`src/rtl/hv_similarity_64_pkg.sv`:
```
// Shared types for the hypervector similarity search (package hv_pkg).
// HV_SIM_MARGIN_EN (see top) adds a best/second-best margin output.
package hv_pkg;
  localparam int DIST_WIDTH = 7;
  typedef logic [DIST_WIDTH-1:0] dist_t;
  typedef enum logic [1:0] {IDLE = 2'd0, SEARCH = 2'd1, DONE = 2'd2} state_t;
  localparam dist_t DIST_INIT = 7'd127;
endpackage

```
`src/rtl/hv_similarity_64_popcount.sv`:
```
// 64-bit population count as a balanced adder tree, purely combinational.
module popcount_64 (
  input  logic [63:0] i_vec,
  output logic [6:0]  o_count
);
  logic [1:0] w_l1 [32];
  logic [2:0] w_l2 [16];
  logic [3:0] w_l3 [8];
  logic [4:0] w_l4 [4];
  logic [5:0] w_l5 [2];

  for (genvar g = 0; g < 32; g++) begin : g_l1
    assign w_l1[g] = {1'b0, i_vec[2*g]} + {1'b0, i_vec[2*g+1]};
  end
  for (genvar g = 0; g < 16; g++) begin : g_l2
    assign w_l2[g] = {1'b0, w_l1[2*g]} + {1'b0, w_l1[2*g+1]};
  end
  for (genvar g = 0; g < 8; g++) begin : g_l3
    assign w_l3[g] = {1'b0, w_l2[2*g]} + {1'b0, w_l2[2*g+1]};
  end
  for (genvar g = 0; g < 4; g++) begin : g_l4
    assign w_l4[g] = {1'b0, w_l3[2*g]} + {1'b0, w_l3[2*g+1]};
  end
  for (genvar g = 0; g < 2; g++) begin : g_l5
    assign w_l5[g] = {1'b0, w_l4[2*g]} + {1'b0, w_l4[2*g+1]};
  end
  assign o_count = {1'b0, w_l5[0]} + {1'b0, w_l5[1]};
endmodule

```
`src/rtl/hv_similarity_64.sv`:
```
// Binarizes the encoder vector and finds the nearest stored class by Hamming distance.
// Optional HV_SIM_MARGIN_EN: adds 'margin' = second-best minus best distance.
module hv_similarity_64
  import hv_pkg::*;
#(
  parameter int M_SIZE      = 64,
  parameter int DIM_WIDTH   = 16,
  parameter int NUM_CLASSES = 16,
  parameter int THRESH      = 256,
  parameter int CLS_AW      = 4
) (
  input  logic                              clk,
  input  logic                              reset,
  input  logic [M_SIZE-1:0][DIM_WIDTH-1:0]  enc_in,
  input  logic                              enc_done,
  input  logic                              cls_we,
  input  logic [CLS_AW-1:0]                 cls_waddr,
  input  logic [M_SIZE-1:0]                 cls_wdata,
  output logic                              busy,
  output logic                              result_valid,
  output logic [CLS_AW-1:0]                 class_idx,
  output dist_t                             min_dist,
`ifdef HV_SIM_MARGIN_EN
  output dist_t                             margin,
`endif
  output logic [1:0]                        dbg_state
);
  logic [M_SIZE-1:0] r_bank [NUM_CLASSES];
  state_t            r_state;
  logic              r_enc_done_q;
  logic              r_busy;
  logic              r_result_valid;
  logic [M_SIZE-1:0] r_query;
  logic [CLS_AW-1:0] r_idx;
  logic [CLS_AW-1:0] r_best_idx;
  logic [CLS_AW-1:0] r_class_idx;
  dist_t             r_best_dist;
  dist_t             r_min_dist;
`ifdef HV_SIM_MARGIN_EN
  dist_t             r_second_dist;
  dist_t             r_margin;
`endif

  logic [M_SIZE-1:0] w_query;
  logic [M_SIZE-1:0] w_xor;
  dist_t             w_dist;
  logic              w_trigger;
  logic              w_last;
  logic              w_wr_ok;

  always_comb begin
    w_query = '0;
    for (int i = 0; i < M_SIZE; i++) w_query[i] = (enc_in[i] > DIM_WIDTH'(THRESH));
  end

  // enc_done is a level; only its rising edge (seen while not searching) starts a search.
  assign w_trigger = enc_done & ~r_enc_done_q & ((r_state == IDLE) | (r_state == DONE));
  assign w_last    = (r_idx == CLS_AW'(NUM_CLASSES - 1));
  assign w_wr_ok   = cls_we & ~r_busy & ({1'b0, cls_waddr} < (CLS_AW + 1)'(NUM_CLASSES));
  assign w_xor     = r_query ^ r_bank[r_idx];

  popcount_64 u_popcount (
    .i_vec   (w_xor),
    .o_count (w_dist)
  );

  // Bank is read combinationally, so a write landing on the trigger edge is visible to that search.
  always_ff @(posedge clk) begin
    if (w_wr_ok) r_bank[cls_waddr] <= cls_wdata;
  end

  always_ff @(posedge clk) begin
    if (reset) begin
      r_state        <= IDLE;
      r_enc_done_q   <= 1'b0;
      r_busy         <= 1'b0;
      r_result_valid <= 1'b0;
      r_query        <= '0;
      r_idx          <= '0;
      r_best_idx     <= '0;
      r_best_dist    <= DIST_INIT;
      r_class_idx    <= '0;
      r_min_dist     <= '0;
`ifdef HV_SIM_MARGIN_EN
      r_second_dist  <= DIST_INIT;
      r_margin       <= '0;
`endif
    end else begin
      r_enc_done_q <= enc_done;
      case (r_state)
        IDLE, DONE: begin
          if (w_trigger) begin
            r_state        <= SEARCH;
            r_query        <= w_query;
            r_idx          <= '0;
            r_best_idx     <= '0;
            r_best_dist    <= DIST_INIT;
            r_busy         <= 1'b1;
            r_result_valid <= 1'b0;
`ifdef HV_SIM_MARGIN_EN
            r_second_dist  <= DIST_INIT;
`endif
          end else if (r_state == DONE) begin
            r_class_idx    <= r_best_idx;
            r_min_dist     <= r_best_dist;
            r_result_valid <= 1'b1;
`ifdef HV_SIM_MARGIN_EN
            r_margin       <= r_second_dist - r_best_dist;
`endif
          end
        end
        SEARCH: begin
          // Strict compare keeps the lowest index on ties.
          if (w_dist < r_best_dist) begin
            r_best_dist <= w_dist;
            r_best_idx  <= r_idx;
`ifdef HV_SIM_MARGIN_EN
            r_second_dist <= r_best_dist;
          end else if (w_dist < r_second_dist) begin
            r_second_dist <= w_dist;
`endif
          end
          if (w_last) begin
            r_state <= DONE;
            r_busy  <= 1'b0;
          end else begin
            r_idx <= r_idx + 1'b1;
          end
        end
        default: r_state <= IDLE;
      endcase
    end
  end

  assign busy         = r_busy;
  assign result_valid = r_result_valid;
  assign class_idx    = r_class_idx;
  assign min_dist     = r_min_dist;
`ifdef HV_SIM_MARGIN_EN
  assign margin       = r_margin;
`endif
  assign dbg_state    = r_state;
endmodule

```
`config.mk`:
```
export PLATFORM = sky130hd
export DESIGN_NAME = hv_similarity_64
export DESIGN_NICKNAME = d
export VERILOG_FILES = /design/src/rtl/hv_similarity_64_pkg.sv /design/src/rtl/hv_similarity_64_popcount.sv /design/src/rtl/hv_similarity_64.sv
export SDC_FILE = /design/constraint.sdc
export NUM_CORES = 1
export LEC_CHECK = 0
export CAP_MARGIN = 20
export CORE_AREA = 2 2 432 434
export DETAILED_ROUTE_END_ITERATION = 12
export DIE_AREA = 0 0 434 436
export HOLD_SLACK_MARGIN = 0.08
export SYNTH_ARGS = -nofsm -noshare
export SYNTH_HDL_FRONTEND = slang
export SYNTH_SLANG_ARGS = --single-unit
```
`constraint.sdc`:
```
create_clock -name clk -period 17.13 [get_ports clk]
set_input_delay 1.713 -clock clk [delete_from_list [all_inputs] [get_ports clk]]
set_output_delay 1.713 -clock clk [all_outputs]
set_load 0.03 [all_outputs]
```
# Yosys cells after proc, flatten, opt, wreduce, memory -nomap -nowiden
# Memory sizes are Yosys's and may differ from the RTL's. A register that Yosys moved wholly into a read port is not among the register bits.
# Cells that the tools add are included.
# classes
add_sub_neg	64
magnitude_cmp	65
eq_ne	7
muxes	20
bitwise_logic	8
n_reduce_logical	11
# ops
op	count
greater-than comparator 16 x 9 -> 1 bit, second input constant	64
adder 1 x 1 -> 2 bit	32
bitwise XOR 64 bit	1
adder 2 x 2 -> 3 bit	16
adder 3 x 3 -> 4 bit	8
adder 4 x 4 -> 5 bit	4
2-to-1 mux 4 bit	5
case mux 4 bit (2 select lines)	2
2-to-1 mux 7 bit	2
case mux 7 bit (2 select lines)	1
adder 5 x 5 -> 6 bit	2
AND reduction 3 bit	4
inequality test 2 bit, second input constant	4
adder 6 x 6 -> 7 bit	1
less-than comparator 7 bit	1
2-to-1 mux 1 bit	6
AND reduction 2 bit	3
adder 4 x 1 -> 4 bit, second input constant	1
== test 4 bit, second input constant	1
2-to-1 mux 2 bit	2
case mux 2 bit (2 select lines)	1
nonzero test 2 bit	2
bitwise AND 1 bit	3
NOT 1 bit	3
6 further kinds	6
# word_totals
regBits	95
ram_bits	1024
elab_cells	186
memories	1
# memory_table
name	depth	word_bits	read_ports	rd_clocked_by_memory_dff	write_ports	line	text
r_bank	16	64	1	1	1	hv_similarity_64.sv:28	logic [M_SIZE-1:0] r_bank [NUM_CLASSES];

# Longest topological paths before layout
# logic_depth
ltp_word	10
depth_mapped	35

# Cells and area by module
# From an unflattened synthesis, not the netlist that was laid out.
# unflattened
hier_cells	2576
area_unflattened_um2	46657.2
# by_module_without_submodules
module	instances	cells_per_inst	area_each_um2
hv_similarity_64	1	2404	44928.1
popcount_64	1	172	1729.2

# Worst setup path before layout
# Ideal clock, no wire load.
# synth_path
path_kind	reg-to-reg
from	reg with a tool-made name
to	reg r_best_dist[5]
setup_time_ns	0.124
arrival_ns	8.252
required_time_ns	17.006
slack_ns	8.753
path_stages_with_launch	32
n_path_buf	3
synth_period_minus_slack_ns	8.377
cell_sequence	dfxtp_1 > buf_6 > buf_2 > mux4_2 > a211oi_1 > a21oi_1 > xor2_1 > fa_1 > inv_1 > fa_1 > inv_1 > fa_1 > fa_1 > fa_1 > fa_1 > inv_1 > fa_1 > fa_1 > inv_1 > ha_1 > inv_1 > fa_1 > nand2b_1 > a21oi_1 > xor2_1 > ha_1 > a21oi_1 > o211a_1 > o21a_1 > buf_2 > nor2_1 > a2111o_1
# synth_lines
element	line	text
end signal: assignment	hv_similarity_64.sv:115	r_best_dist <= w_dist;
end: declaration	hv_similarity_64.sv:37	dist_t r_best_dist;

==> results <==
- Yosys printed 0 warnings.
- The buffer count from post-CTS setup fixing is 0.
- The pre-antenna-repair detailed-routing pass consisted of 7 iterations.
- The number of different library cells in the post-synthesis netlist is 41.
- The headroom to the max-slew limit is 0.294.
- The number of endpoints with negative hold slack in the final report came to 0.
- The number of max-slew violations in the final report is 0.
- The worst path meets setup with 6.63 ns of slack.
- The number of sinks on the clock net is 1123.
- The synthesized netlist occupies a cell area of 47000 um^2.
- The cell at the slowest stage of the critical path is sky130_fd_sc_hd__buf_4.
- The tool flagged a number of max-cap violations equal to 0.
- After floorplanning, the core was sized to cover 185000 um^2.
- The average vias per placed instance is 4.56.
- Dividing the final minimum period by the clock period gives 0.613.
- In the final routed layout, each cell accounts on average for 26.4 um.
- Sorting the synthesized cells by area gives the leading types as sky130_fd_sc_hd__edfxtp_1, sky130_fd_sc_hd__mux4_2, sky130_fd_sc_hd__dfxtp_1.
- For the pin with the worst max-slew slack, the measured transition is 1.05 ns.
- The quantity of I/O buffers inserted on ports is 1110.
- The share of synthesized flip-flops with an asynchronous set or reset is 0.
- The final route contains 29100 vias.
- The detailed-placement wirelength estimate is 117000 um.
- In the final layout, the share of cells above drive strength 1 is 0.128.
- The net count of the finished layout is 4979.
- The smallest clock period supported by the final layout is computed as 10.50 ns.
- The number of filler cells placed in the layout is 17600.
- The worst stage delay on the critical path is 0.78 ns.
- The first-pass GRT wire length is 230000 um.
- In this run the remaining antenna-violating nets after routing total 0.
- The most numerous cell type found on the critical path is sky130_fd_sc_hd__fa_1.
- The final setup skew is 0.0205 ns.
- Synthesis inferred 1123 register bits.
- The leakage power of the design is 20.0 nW.
- Setup violations remaining at the end of the flow were counted as 0.
- In the global route stage, overall resource usage came out at 0.172.
- TritonCTS built the clock tree.
- The final routed wirelength across all metal layers is 168000 um.
- Each instance of the synthesized netlist takes up on average 17.7 um^2.
- By instance count, the leading cell after synthesis is sky130_fd_sc_hd__edfxtp_1.
- The worst endpoint data arrival time is 11.10 ns.
- The initial utilization of the core area, before any placement, comes to 0.254.
- After clock tree synthesis, the clock-pin slew on the worst setup and hold paths is 0.07 ns.
- Setup repair after global routing left no endpoint under its margin.
- The required time at the worst-slack endpoint is 17.73 ns.
- The die width is 434 um.
- The dominant cell type by area after synthesis is sky130_fd_sc_hd__edfxtp_1.
- In this run, CTS created clock tree buffers numbering 113.
- By count the netlist is led by sky130_fd_sc_hd__edfxtp_1, sky130_fd_sc_hd__mux4_2, sky130_fd_sc_hd__nor4_1.
- The I/O pin count is 1111.
- The die area is 189000 um^2.
- The iteration-0 DRC count of the detailed router is 2160.
- The via count of the first global-routing pass came to 29900.
- Across the VDD grid, the largest voltage drop is 794 uV.
- The net count of the mapped netlist is 3826.
- The initial antenna violation count is 33.
- The worst setup path is captured at a register.
- Derived from the worst setup path, the maximum achievable clock frequency is 95.2 MHz.
- The number of DRC violations after detailed routing is 0.
- Clock latency on the worst-skew pair, taken at its later pin, is 0.71 ns.
- The power per cell area is 164 nW/um^2.
- The share of synthesized area in the top cell type comes to 0.655.
- In this run, synthesis inferred 1024 flip-flops with an integrated enable.
- Relative to the synthesized area, the layout overhead comes to 37.3%.
- The tree is rooted in a sky130_fd_sc_hd__clkbuf_16.
- Entering global routing, the biggest net connects 117 pins.
- The post-cts repair resize count is 0.
- The top flip-flop cell by instance count after synthesis is sky130_fd_sc_hd__edfxtp_1.
- The summed negative setup slack over all endpoints is 0 ns.
- The instance count of the mapped netlist is 2654.
- The number of H-tree branching levels is 3.
- The element type at the critical path start is a register.
- The final weighted congestion of routability-driven global placement is 0.953.
- The share of the yosys chip area belonging to registers is 0.697.
- In this run the core area contains 158 standard-cell rows.
- The flow ran to the end, and the final reports show no timing, DRC or antenna violations.
- In this run the worst hold path is classified as reg2reg.
- The floorplan step set the die height to 436 um.
- In this run the worst path has a maximum fanout of 94.
- The overall power is 10.6 mW.
- Prior to clock tree synthesis, the placed netlist has a worst setup slack of 6.58 ns.
- The longest clock path from root to sink contains 3 buffers.
- The total overflow left after global routing is 0.
- The critical setup path kind is reg2reg.
- The post-cts hold buffer count is 0.
[logic make-up (layout without fill, tap and decap cells)]
family	Yosys count	count (layout)	synth area share
AO/OA/AOI/OAI	217	217	0.0296
AND/OR/NAND/NOR	660	660	0.0730
XOR/XNOR	70	70	0.0131
buffers and inverters	172	1419	0.0189
adder cells (fa/ha/maj)	76	76	0.0289
other	0	4	0
multiplexers	336	336	0.140
flip-flops	1123	1123	0.697
[stage by stage]
stage / instances / instance area [um^2] / hold slack [ns] / utilization
global placement: 6172 / 61000 / 0.482 / 0.331
floorplan: 2654 / 47000 / 0.456 / -
CTS: 6381 / 64500 / 0.502 / 0.349
detailed placement: 6172 / 61000 / 0.484 / 0.331
finish: 6385 / 64500 / 0.489 / 0.349
global route: 6383 / 64500 / 0.522 / 0.349
[sequential cells by signal (all words and copies together) (netlist names), named ones only]
| register | count |
|---|---|
| r_best_idx | 4 |
| r_query | 64 |
| dbg_state | 2 |
| r_bank | 1024 |
| r_best_dist | 7 |
| class_idx | 4 |
| r_idx | 4 |
| result_valid | 1 |
| r_enc_done_q | 1 |
| busy | 1 |
| min_dist | 7 |
[final cells by class]
type / instances / area (um^2) / share of cell area
multi-input combinational: 1359 / 13500 / 0.209
clock buffer: 150 / 3030 / 0.0470
sequential: 1123 / 32700 / 0.508
timing repair buffer: 1158 / 11500 / 0.179
tap: 2480 / 3100 / 0.0481
clock inverter: 59 / 434 / 0.00673
inverter: 52 / 195 / 0.00303
antenna: 4 / 10.0 / 0.000155
[report_power, final]
part	switching, mW	internal [mW]	leakage (nW)
clock network	1.03	1.30	1.69
registers	0.0342	3.04	10.1
logic	2.93	2.25	8.24
total	4.00	6.59	20.0
[worst max-delay path, delay by kind of cell (launching register included)]
| kind | cells | cell delay (ns) |
|---|---|---|
| fa+ha+maj | 11 | 4.96 |
| buf+inv | 8 | 1.73 |
| compound gates | 6 | 1.33 |
| mux | 2 | 0.73 |
| flops | 1 | 0.72 |
| xor+xnor | 2 | 0.47 |
| simple gates | 2 | 0.24 |
[cell usage in the layout, fill, tap and decap left out, types with 5 or more instances in the layout]
cell                              count
sky130_fd_sc_hd__nand2b_1             6
sky130_fd_sc_hd__a21oi_1            136
sky130_fd_sc_hd__nor2_4              12
sky130_fd_sc_hd__nor3_1             131
sky130_fd_sc_hd__fa_1                54
sky130_fd_sc_hd__clkinv_2            18
sky130_fd_sc_hd__inv_1               52
sky130_fd_sc_hd__inv_6                5
sky130_fd_sc_hd__a211oi_1            45
sky130_fd_sc_hd__buf_4               45
sky130_fd_sc_hd__xor2_1              40
sky130_fd_sc_hd__clkinv_1            25
sky130_fd_sc_hd__nand3_1             68
sky130_fd_sc_hd__dfxtp_1             95
sky130_fd_sc_hd__mux4_2             256
sky130_fd_sc_hd__edfxtp_1          1024
sky130_fd_sc_hd__nor4_1             191
sky130_fd_sc_hd__a211oi_2            20
sky130_fd_sc_hd__nand2_1             76
sky130_fd_sc_hd__nor2b_1             70
sky130_fd_sc_hd__clkbuf_1            34
sky130_fd_sc_hd__mux2i_1             80
sky130_fd_sc_hd__clkdlybuf4s50_1   1109
sky130_fd_sc_hd__ha_1                22
sky130_fd_sc_hd__nor2_1              94
sky130_fd_sc_hd__xnor2_1             30
sky130_fd_sc_hd__clkbuf_16          116
[per-layer routing]
layer	vias to the layer above	wire (um)	track usage
met4	14	3470	0.0371
met3	188	8840	0.0266
met5	-	78	0
met1	15000	71300	0.227
li1	13100	-	-
met2	859	84600	0.298
[path summary, 6_finish.rpt]
kind / start / end / depth (start not counted) / slack, ns
setup reg to reg: register / r_best_dist[6]$_SDFFE_PP1P_ / 31 / 6.63
hold / removal: result_valid$_SDFFE_PP0P_ / result_valid$_SDFFE_PP0P_ / 1 / 0.49
hold reg to reg: result_valid$_SDFFE_PP0P_ / result_valid$_SDFFE_PP0P_ / 1 / 0.49
setup / recovery: register / r_best_dist[6]$_SDFFE_PP1P_ / 31 / 6.63
(Power assumes the default switching activity.)
==> variant (same settings) <==
Reset style: asynchronous (`reset`), changed in one clocked block.
--- a/src/rtl/hv_similarity_64.sv
+++ b/src/rtl/hv_similarity_64.sv
@@ -71,3 +71,3 @@
 
-  always_ff @(posedge clk) begin
+  always_ff @(posedge clk or posedge reset) begin
     if (reset) begin
Function: not settled (the Yosys comparison gave no result); the edit may change what the design does.
==> variant against the unedited design <==
Sequential cell count down 4. Setup slack lost 0.53 ns. Die area unchanged. Area after synthesis is 0.13% higher. Wire length increased by 4.4%. Design area rose by 0.71%. First-iteration DRC count hardly changed. Final cell count decreased by 1.8%. Critical path depth unchanged. Critical path type unchanged. Highest routed layer unchanged.
Power is not shown: default switching activity piles up to over one toggle a cycle in this logic, so the estimate is an artifact.
==> variant: results (changes against the unedited design) <==
* Design Area, Final at 64,970 sq um (+0.71%)
* Post-DP HPWL at 124,200 um (+6.6%)
* Iteration-0 DRC count of the detailed router at 2,158 (-0.093%)
* Area growth syn-to-layout at 38.13%
* Fin Hold WS at 0.5151 ns (+0.02574 ns)
* Clock skew at 0.04917 ns (+0.02869 ns)
* Layout Cells excl Fill at 6,268 (-1.8%)
* Reg area at 33,150 sq um (+1.2%)
* Via count at 28.97k (-0.60%)
* Logic inverters at 59 (+13%)
* Netlist cell types at 40 (-2.4%)
* Syn_nets at 3,671 (-4.1%)
* Post-DP Area at 61,160 sq um (+0.20%)
* Fillers at 17.50k (-0.34%)
* Clock Latency Late Sink at 0.74 ns (+0.03 ns)
* Largest net degree at the start of global routing at 104 (-11%)
* Count of multi-input gates at 1,210 (-11%)
* Non-CTS buffers at 1,162 (+0.35%)
* Top post-synthesis cells by count: 1,024 x edfxtp_1, 256 x mux4_2, 128 x or4_1
* Clkbuf count at 163 (+8.7%)
* Layout cells sized above 1 at 13.82% (+1.1 points)
* GRT Total Usage at 18.02% (+0.81 points)
* First-pass GRT wire length at 238,400 um (+3.6%)
* Hold Path Sink: class_idx[3]$_DFFE_PP0P_
* Diode count at 18 (+14)
* Hold Crit Start: class_idx[3]$_DFFE_PP0P_
* Final WS setup at 6.105 ns (-0.5258 ns)
* Final WL at 175,600 um (+4.4%)
* Placed cells at 6,030 (-2.3%)
* CP max stage delay at 0.83 ns (+0.05 ns)
* Outcome: completed
* Layout buffering overhead excluding clock cells at 17.72% (-0.13 points)
* Seq cells post-synth at 1,119 (-0.36%)
* Ys async rst share at 8.490% (+8.5 points)
* TritonCTS Buffers at 118 (+4.4%)
[variant: routing by layer]
metal / vias up / GRT usage [%] / part of all wire [%]
met5: - / 0 / 0.042
met4: 12 / 4.525 / 2.1
met3: 227 / 2.635 / 5.4
met2: 1013 / 31.51 / 51
met1: 15010 / 23.30 / 41
li1: 12710 / - / -
[variant: cell families after synthesis]
kind of cell,count (synthesis),synth area share (%)
adders and majority gates,76,2.883
buffers and inverters,170,1.830
xor gates and xnor gates,69,1.285
and+or+nand+nor,451,5.637
muxes,338,14.04
AOI/OAI and AO/OA,276,3.881
DFF,1119,70.44
[variant: critical path, delay by kind of cell, from the launching register on]
kind                     cells  cell delay, ns
AO/OA/AOI/OAI                7            1.63
XOR/XNOR                     2            0.47
adder cells (fa/ha/maj)     11            5.05
buffers and inverters        7            1.81
flip-flops                   1            0.83
multiplexers                 1            0.58
AND/OR/NAND/NOR              3            0.52
